`src/rtl/ps2_tx.sv`:
```
// ps2_tx: PS/2 host-to-device command transmitter driving ps2_clk/ps2_data through pull-low enables.
// Optional build macro PS2_TX_RETRY_EN re-sends a NACKed or timed-out byte up to MAX_RETRIES times.
module ps2_tx #(
  parameter int INHIBIT_CYCLES = 10000,
  parameter int TIMEOUT_CYCLES = 2000000,
  parameter int MAX_RETRIES    = 2
) (
  input  logic       clk,
  input  logic       reset,
  input  logic       ps2_clk_in,
  input  logic       ps2_data_in,
  output logic       ps2_clk_oe,
  output logic       ps2_data_oe,
  input  logic       tx_valid,
  input  logic [7:0] tx_data,
  output logic       tx_ready,
  output logic       busy,
  output logic       tx_done,
  output logic       tx_err
);

  localparam int CNT_MAX = (INHIBIT_CYCLES > TIMEOUT_CYCLES) ? INHIBIT_CYCLES : TIMEOUT_CYCLES;
  localparam int CNT_W   = $clog2(CNT_MAX + 1);
  // The REQ cycle is the last of the INHIBIT_CYCLES cycles with ps2_clk pulled low.
  localparam logic [CNT_W-1:0] INHIBIT_LAST = CNT_W'(INHIBIT_CYCLES - 2);
  localparam logic [CNT_W-1:0] TIMEOUT_LAST = CNT_W'(TIMEOUT_CYCLES - 1);

`ifdef PS2_TX_RETRY_EN
  localparam int RETRY_LIMIT = MAX_RETRIES;
`else
  // Retries compiled out: a limit of zero makes every failure final.
  localparam int RETRY_LIMIT = MAX_RETRIES - MAX_RETRIES;
`endif
  localparam int RW = (RETRY_LIMIT > 0) ? $clog2(RETRY_LIMIT + 1) : 1;
  localparam logic [RW-1:0] RETRY_MAX = RW'(RETRY_LIMIT);

  typedef enum logic [2:0] {
    IDLE,
    INHIBIT,
    REQ,
    BITS,
    ACK,
    WAIT_IDLE
  } state_t;

  state_t           state_reg;
  logic [1:0]       clk_sync_reg;
  logic [1:0]       data_sync_reg;
  logic             clk_prev_reg;
  logic [CNT_W-1:0] cnt_reg;
  logic [3:0]       bit_cnt_reg;
  logic [9:0]       frame_reg;
  logic [9:0]       shift_reg;
  logic             nack_reg;
  logic [RW-1:0]    retry_reg;
  logic             clk_oe_reg;
  logic             data_oe_reg;
  logic             done_reg;
  logic             err_reg;

  logic clk_s;
  logic data_s;
  logic fall;
  logic in_xfer;
  logic line_idle;
  logic timeout_hit;
  logic fail_now;
  logic can_retry;
  logic retry_start;

  assign clk_s       = clk_sync_reg[1];
  assign data_s      = data_sync_reg[1];
  assign fall        = clk_prev_reg & ~clk_s;
  assign in_xfer     = (state_reg == BITS) || (state_reg == ACK) || (state_reg == WAIT_IDLE);
  assign line_idle   = clk_s & data_s;
  assign timeout_hit = in_xfer && (cnt_reg == TIMEOUT_LAST);
  assign fail_now    = timeout_hit || ((state_reg == WAIT_IDLE) && line_idle && nack_reg);
  assign can_retry   = (RETRY_LIMIT != 0) && (retry_reg != RETRY_MAX);
  assign retry_start = fail_now && can_retry;

  assign ps2_clk_oe  = clk_oe_reg;
  assign ps2_data_oe = data_oe_reg;
  assign tx_ready    = (state_reg == IDLE);
  assign busy        = ~tx_ready;
  assign tx_done     = done_reg;
  assign tx_err      = err_reg;

  // Lines idle high, so the synchronisers reset to 1 to avoid a false falling edge.
  always_ff @(posedge clk) begin
    if (reset) begin
      clk_sync_reg  <= 2'b11;
      data_sync_reg <= 2'b11;
      clk_prev_reg  <= 1'b1;
    end else begin
      clk_sync_reg  <= {clk_sync_reg[0], ps2_clk_in};
      data_sync_reg <= {data_sync_reg[0], ps2_data_in};
      clk_prev_reg  <= clk_sync_reg[1];
    end
  end

  always_ff @(posedge clk) begin
    if (reset) begin
      state_reg   <= IDLE;
      cnt_reg     <= '0;
      bit_cnt_reg <= '0;
      frame_reg   <= '1;
      shift_reg   <= '1;
      nack_reg    <= 1'b0;
      retry_reg   <= '0;
      clk_oe_reg  <= 1'b0;
      data_oe_reg <= 1'b0;
      done_reg    <= 1'b0;
      err_reg     <= 1'b0;
    end else begin
      done_reg <= 1'b0;
      case (state_reg)
        IDLE: begin
          if (tx_valid) begin
            // Frame as shifted out LSB first: data, odd parity, stop.
            frame_reg  <= {1'b1, ~^tx_data, tx_data};
            cnt_reg    <= '0;
            retry_reg  <= '0;
            clk_oe_reg <= 1'b1;
            state_reg  <= INHIBIT;
          end
        end
        INHIBIT: begin
          if (cnt_reg == INHIBIT_LAST) begin
            data_oe_reg <= 1'b1;
            state_reg   <= REQ;
          end else begin
            cnt_reg <= cnt_reg + CNT_W'(1);
          end
        end
        REQ: begin
          clk_oe_reg  <= 1'b0;
          cnt_reg     <= '0;
          bit_cnt_reg <= '0;
          shift_reg   <= frame_reg;
          state_reg   <= BITS;
        end
        BITS, ACK, WAIT_IDLE: begin
          cnt_reg <= cnt_reg + CNT_W'(1);
          if (retry_start) begin
            retry_reg   <= retry_reg + RW'(1);
            clk_oe_reg  <= 1'b1;
            data_oe_reg <= 1'b0;
            cnt_reg     <= '0;
            state_reg   <= INHIBIT;
          end else if (timeout_hit) begin
            clk_oe_reg  <= 1'b0;
            data_oe_reg <= 1'b0;
            done_reg    <= 1'b1;
            err_reg     <= 1'b1;
            state_reg   <= IDLE;
          end else if (state_reg == BITS) begin
            if (fall) begin
              data_oe_reg <= ~shift_reg[0];
              shift_reg   <= {1'b1, shift_reg[9:1]};
              bit_cnt_reg <= bit_cnt_reg + 4'd1;
              if (bit_cnt_reg == 4'd9) begin
                state_reg <= ACK;
              end
            end
          end else if (state_reg == ACK) begin
            if (fall) begin
              nack_reg  <= data_s;
              state_reg <= WAIT_IDLE;
            end
          end else if (line_idle) begin
            done_reg  <= 1'b1;
            err_reg   <= nack_reg;
            state_reg <= IDLE;
          end
        end
        default: begin
          clk_oe_reg  <= 1'b0;
          data_oe_reg <= 1'b0;
          state_reg   <= IDLE;
        end
      endcase
    end
  end

endmodule

```
`config.mk`:
```
export PLATFORM = sky130hd
export DESIGN_NAME = ps2_tx
export DESIGN_NICKNAME = d
export VERILOG_FILES = /design/src/rtl/ps2_tx.sv
export SDC_FILE = /design/constraint.sdc
export NUM_CORES = 1
export LEC_CHECK = 0
export BUFFER_PORTS_ARGS = -buffer_cell sky130_fd_sc_hd__buf_2
export CORE_UTILIZATION = 44
export DETAILED_ROUTE_END_ITERATION = 10
export PLACE_DENSITY = 0.74
export SLEW_MARGIN = 40
export SYNTH_ARGS = -nofsm -noshare
export SYNTH_HDL_FRONTEND = slang
export SYNTH_SLANG_ARGS = --single-unit
```
`constraint.sdc`:
```
create_clock -name clk -period 2 [get_ports clk]
set_input_delay 0.2 -clock clk [delete_from_list [all_inputs] [get_ports clk]]
set_output_delay 0.2 -clock clk [all_outputs]
set_load 0.02 [all_outputs]
```
### After elaboration in Yosys (flattened, before gate mapping)

Index checks and enable logic that the tools add are counted.

* input bits: 13
* memories kept: 0
* word-level logic and storage cells: 104
* latch bits: 0
* memory bits (read-only): 0
* output and inout port bits: 6
* memory bits (writable): 0
* register bits: 57

* add/subtract/negate cells: 2
* $lt $le $gt $ge: 0
* equal/unequal tests: 23
* divide/modulo/power cells: 0
* reductions and logical operators: 19
* shifts and indexed selects: 0
* bitwise operators: 10
* multipliers: 0
* multiplexer cells: 37

Operators by type and width (count)
* case mux 21 bit (4 select lines): 1
* two-way mux 21 bit: 2
* two-way mux 10 bit: 3
* two-way mux 3 bit: 9
* adder 21 x 1 -> 21 bit (second input constant): 1
* equality test 21 x 14 -> 1 bit (second input constant): 1
* equality test 21 bit (second input constant): 1
* case mux 10 bit (2 select lines): 1
* != test 2 bit (second input constant): 9
* two-way mux 1 bit: 14
* two-way mux 4 bit: 3
* != test 4 bit (second input constant): 3
* case mux 3 bit (4 select lines): 1
* AND reduction 4 bit: 3
* inverter 1 bit: 8
* case mux 4 bit (2 select lines): 1
* XNOR reduction 8 bit: 1
* equality test 3 x 2 -> 1 bit (second input constant): 2
* equality test 3 bit (second input constant): 2
* != test 3 bit (second input constant): 2
* case mux 1 bit (3 select lines): 2
* AND reduction 3 bit: 2
* AND reduction 6 bit: 1
* != test 5 bit (second input constant): 1
* other kinds (13): 17

### Depth between registers and ports, before layout

* word-level depth: 7
* depth in mapped cells: 9
* mapped depth without buffers: 8

### Worst setup path before layout

Ideal clock, no wire load.

* path type: reg2reg
* start: reg state_reg[0]
* end: reg frame_reg[8]
* setup slack: -0.027 ns
* period minus slack after synthesis: 2.027 ns
* stages on the path, launching flop included: 6
* arrival time: 1.907 ns
* setup time: 0.120 ns
* data required time: 1.880 ns
* buffers on the path: 2
* cells stage by stage: dfxtp_1 > buf_2 > clkbuf_1 > nor3_1 > nand2_1 > a211o_1

* longest elaborated chain between the ends: 2

Ends and longest elaborated chain
* start: declaration: line 46 `state_t state_reg;`
* start signal: assignment: line 103 `state_reg <= IDLE;`
* start signal: assignment: line 124 `state_reg <= INHIBIT;`
* start signal: assignment: line 130 `state_reg <= REQ;`
* logical NOT 3 bit
* via tx_ready: line 16 `output logic tx_ready,`
* AND reduction 2 bit (no source line)
* end signal: assignment: line 120 `frame_reg <= {1'b1, ~^tx_data, tx_data};`
* end: declaration: line 52 `logic [9:0] frame_reg;`

The timed path passes the listed nets, and every way through them passes these cells.
A chain may end at the register's enable or synchronous reset.

### Worst setup path in the final report

* start: reg cnt_reg[14]
* end: reg state_reg[0]

* longest elaborated chain between the ends: 4
* elaborated cells between the ends (all ways): 11
* those cells by class: eq/ne (7); mux (2); reduce/logical (2)

Ends and longest elaborated chain
* start: declaration: line 50 `logic [CNT_W-1:0] cnt_reg;`
* start signal: assignment: line 132 `cnt_reg <= cnt_reg + CNT_W'(1);`
* start signal: assignment: line 143 `cnt_reg <= cnt_reg + CNT_W'(1);`
* equality test 21 bit: line 76 `assign timeout_hit = in_xfer && (cnt_reg == TIMEOUT_LAST);`
* logical AND 1 bit: line 76
* != test 5 bit (no source line), or another cell as far along
* AND reduction 6 bit (no source line) or case mux 3 bit (4 select lines) (tied branches)

Several ways; a longest one is shown, not always the timed one.

==> metrics <==
Placed Instances 440; CTS tree yes; power consumption roughly 2700 µW; DRT Pass-1 Iters 4; vias in the first global route around 2200; clock root cell clkbuf_8; Crit Path Class reg -> reg; Power Dens Cells a little over 800 mW/mm²; end-of-flow core utilization 54.5%; DRC viols 0; Finished Layout Cells 450; Post-synth top cells dfxtp_1, nand2_1, a21oi_1, nor2_1, xnor2_1; max_cap viols 0; end of the worst register-to-register path state_reg[0]; kind of end point of the critical path register; clock latency on the worst-skew pair roughly 0.31 ns; ys async rst share 0%; DRT Wirelength ~6000 µm; Hold WC Path Type in -> reg; static leakage 0.00128 µW; Final Hold Vio Count 0; synthesized area per cell between 8 and 9 µm²; Area Overhead vs Synth 17.5%; Ys Warns 0; area of the core about 0.006 mm²; Max clock buf depth 2; post-synth cell types 53; Yosys top cell area share between 40% and 50%; predominant post-synthesis flop cell dfxtp_1; crit path max fanout 4; Period minus WS final 1.95 ns; largest net degree at the start of global routing 25; synth top area cells dfxtp_1, nand2_1, xnor2_1, a21oi_1, nor2_1; vias per cell between 5 and 6; synthesized instance count 337; Crit Reg-Reg Startpoint cnt_reg[14]; Post-DP Area 0.00312 mm²; EDFF count, synth 0; Setup WS pre-CTS 0.0426 ns; Worst R2R Path Depth 6; Max Slew Vio Count 0; clock-pin slew on the worst setup and hold paths around 0.10 ns; total number of vias between 2000 and 2500; Setup WS post-layout approximately 0.052 ns; hold worst-path end clk_sync_reg[0]; IO buf count 18; Largest register FFs 21; fmax approximately 0.5 GHz; Final ANT Viol Nets 0; status finished, final reports clean; antenna violations before repair 0; post-route cell area approximately 0.0033 mm²; Rows 28; H-Tree Depth 2; Critical Path Source Type register; grt ovf 0; critical path arrival between 2 and 2.5 ns; syn_nets roughly 350; unrepaired setup endpoints after global routing true; n_diodes 0; All-Layer GR Usage just under 20%; Worst Tran Pin Value between 0.5 and 0.6 ns; synthesized area between 0.002 and 0.003 mm²; detailed-route wire length per cell between 10 and 15 µm; min-delay src ps2_clk_in; Yosys top cell by area dfxtp_1; Worst R2R Setup Slack approximately 0.052 ns; DIE HEIGHT just over 80 µm; Initial Utilization approximately 46%; sequential element share of the synthesized area approximately 40%; most common cell in the netlist dfxtp_1; fillcell total about 560; Final setup viols 0; dpl hpwl approximately 4500 µm; number of synthesized register bits between 50 and 60; WP data required about 2.2 ns; NumNets Final about 390; global-route wire length before repair ~10000 µm; Final Cycle Share 97.4%; GP Congestion 0.887; Sink Count 56; hold depth 2; First DRT Iteration DRCs between 80 and 90; CTS Hold Buffers Added 0; layout cells sized above 1 between 20% and 30%; slew margin rel. a little under two thirds; die footprint around 0.0067 mm²; I/O pin cnt 19; die extent in x approximately 82 µm; VDD IR-drop max roughly 0.00052 V; CTS Buf Count 5; Fin Clk Skew 0.00904 ns
-- layout by cell type (no fill, tap or decap), types with 2 or more instances in the layout --
cell type,count
nor4_1,5
dfxtp_2,2
xnor2_1,18
ha_1,4
or2_2,6
nor2b_1,4
or3_1,9
nand4_1,2
nor2_1,26
buf_2,18
a21oi_1,23
buf_4,27
o31ai_1,3
and2_1,5
xor2_1,2
mux2i_1,2
nand4b_1,2
inv_1,6
dfxtp_1,53
o21ai_1,5
nor3_1,9
clkbuf_8,5
and3_1,4
nand2b_1,7
nand2_1,53
nand3_1,10
a21oi_2,3
a211o_1,9
nand3b_1,8
o21ai_0,6
or4_1,3
o21ai_2,2
-- metrics by stage --
| stage | hold slack, ns | TNS, ns |
|---|---|---|
| 5_1_grt | 0.0594 | -0.0606 |
| 2_1_floorplan | 0.304 | 0 |
| 3_5_place_dp | 0.385 | 0 |
| 3_3_place_gp | 0.382 | 0 |
| 6_report | 0.0652 | 0 |
| 4_1_cts | 0.0607 | 0 |
-- worst max-delay path by stage --
stage,from,endpoint,slack [ns],depth (start not counted)
2_1_floorplan,cnt_reg[0],cnt_reg[19],0.04,9
3_3_place_gp,cnt_reg[14],ps2_data_oe,0.08,6
3_5_place_dp,cnt_reg[14],ps2_data_oe,0.04,6
4_1_cts,cnt_reg[14],ps2_data_oe,0.01,6
5_1_grt,cnt_reg[0],cnt_reg[17],-0.02,8
6_report,cnt_reg[14],state_reg[0],0.05,6
-- layer usage --
layer,GRT usage [%],part of all wire (%)
met1,25.2,49
met2,31.8,46
met3,4.44,3.5
met4,6.14,1.4
met5,0,0
-- power by group --
| part | internal (µW) | switching [µW] | leakage, µW | total, µW |
|---|---|---|---|---|
| combinational | 352 | 444 | 0.000774 | 796 |
| clock | 252 | 380 | 0.0000485 | 632 |
| sequential | 1220 | 75.0 | 0.000458 | 1300 |
| total | 1830 | 898 | 0.00128 | 2730 |
-- area by class of cell --
class / count / area, µm² / share of cell area [%]
clock inverter: 3 / 22.5 / 0.685
timing repair buffer: 47 / 338 / 10.3
inverter: 6 / 22.5 / 0.685
multi-input combinational: 258 / 1610 / 49.1
clock buffer: 5 / 68.8 / 2.09
tap: 75 / 93.8 / 2.86
sequential: 56 / 1130 / 34.3
-- logic make-up (layout without fill, tap and decap cells) --
| kind of cell | count (synthesis) | after routing | share of synthesized area, % |
|---|---|---|---|
| muxes | 3 | 3 | 1.12 |
| adders and majority gates | 4 | 4 | 1.79 |
| buffers and inverters | 23 | 61 | 3.76 |
| xor gates and xnor gates | 20 | 20 | 6.27 |
| DFF | 56 | 56 | 40.1 |
| and+or+nand+nor | 171 | 171 | 33.3 |
| AOI/OAI and AO/OA | 60 | 60 | 13.6 |
-- critical path, cell delays in order, from the launching register on --
cell	delay, ns
dfxtp_1	0.32
or4b_4	0.54
nand4bb_4	0.25
a32oi_2	0.19
o21ai_2	0.10
or3b_1	0.35
a21oi_1	0.12
-- what timing repair did --
item	4_1_cts	5_1_grt
resized for setup	0	13
endpoints found under the hold margin	0	0
buffers inserted	0	1
endpoints found under the setup margin	0	17
(Power assumes the default switching activity.)
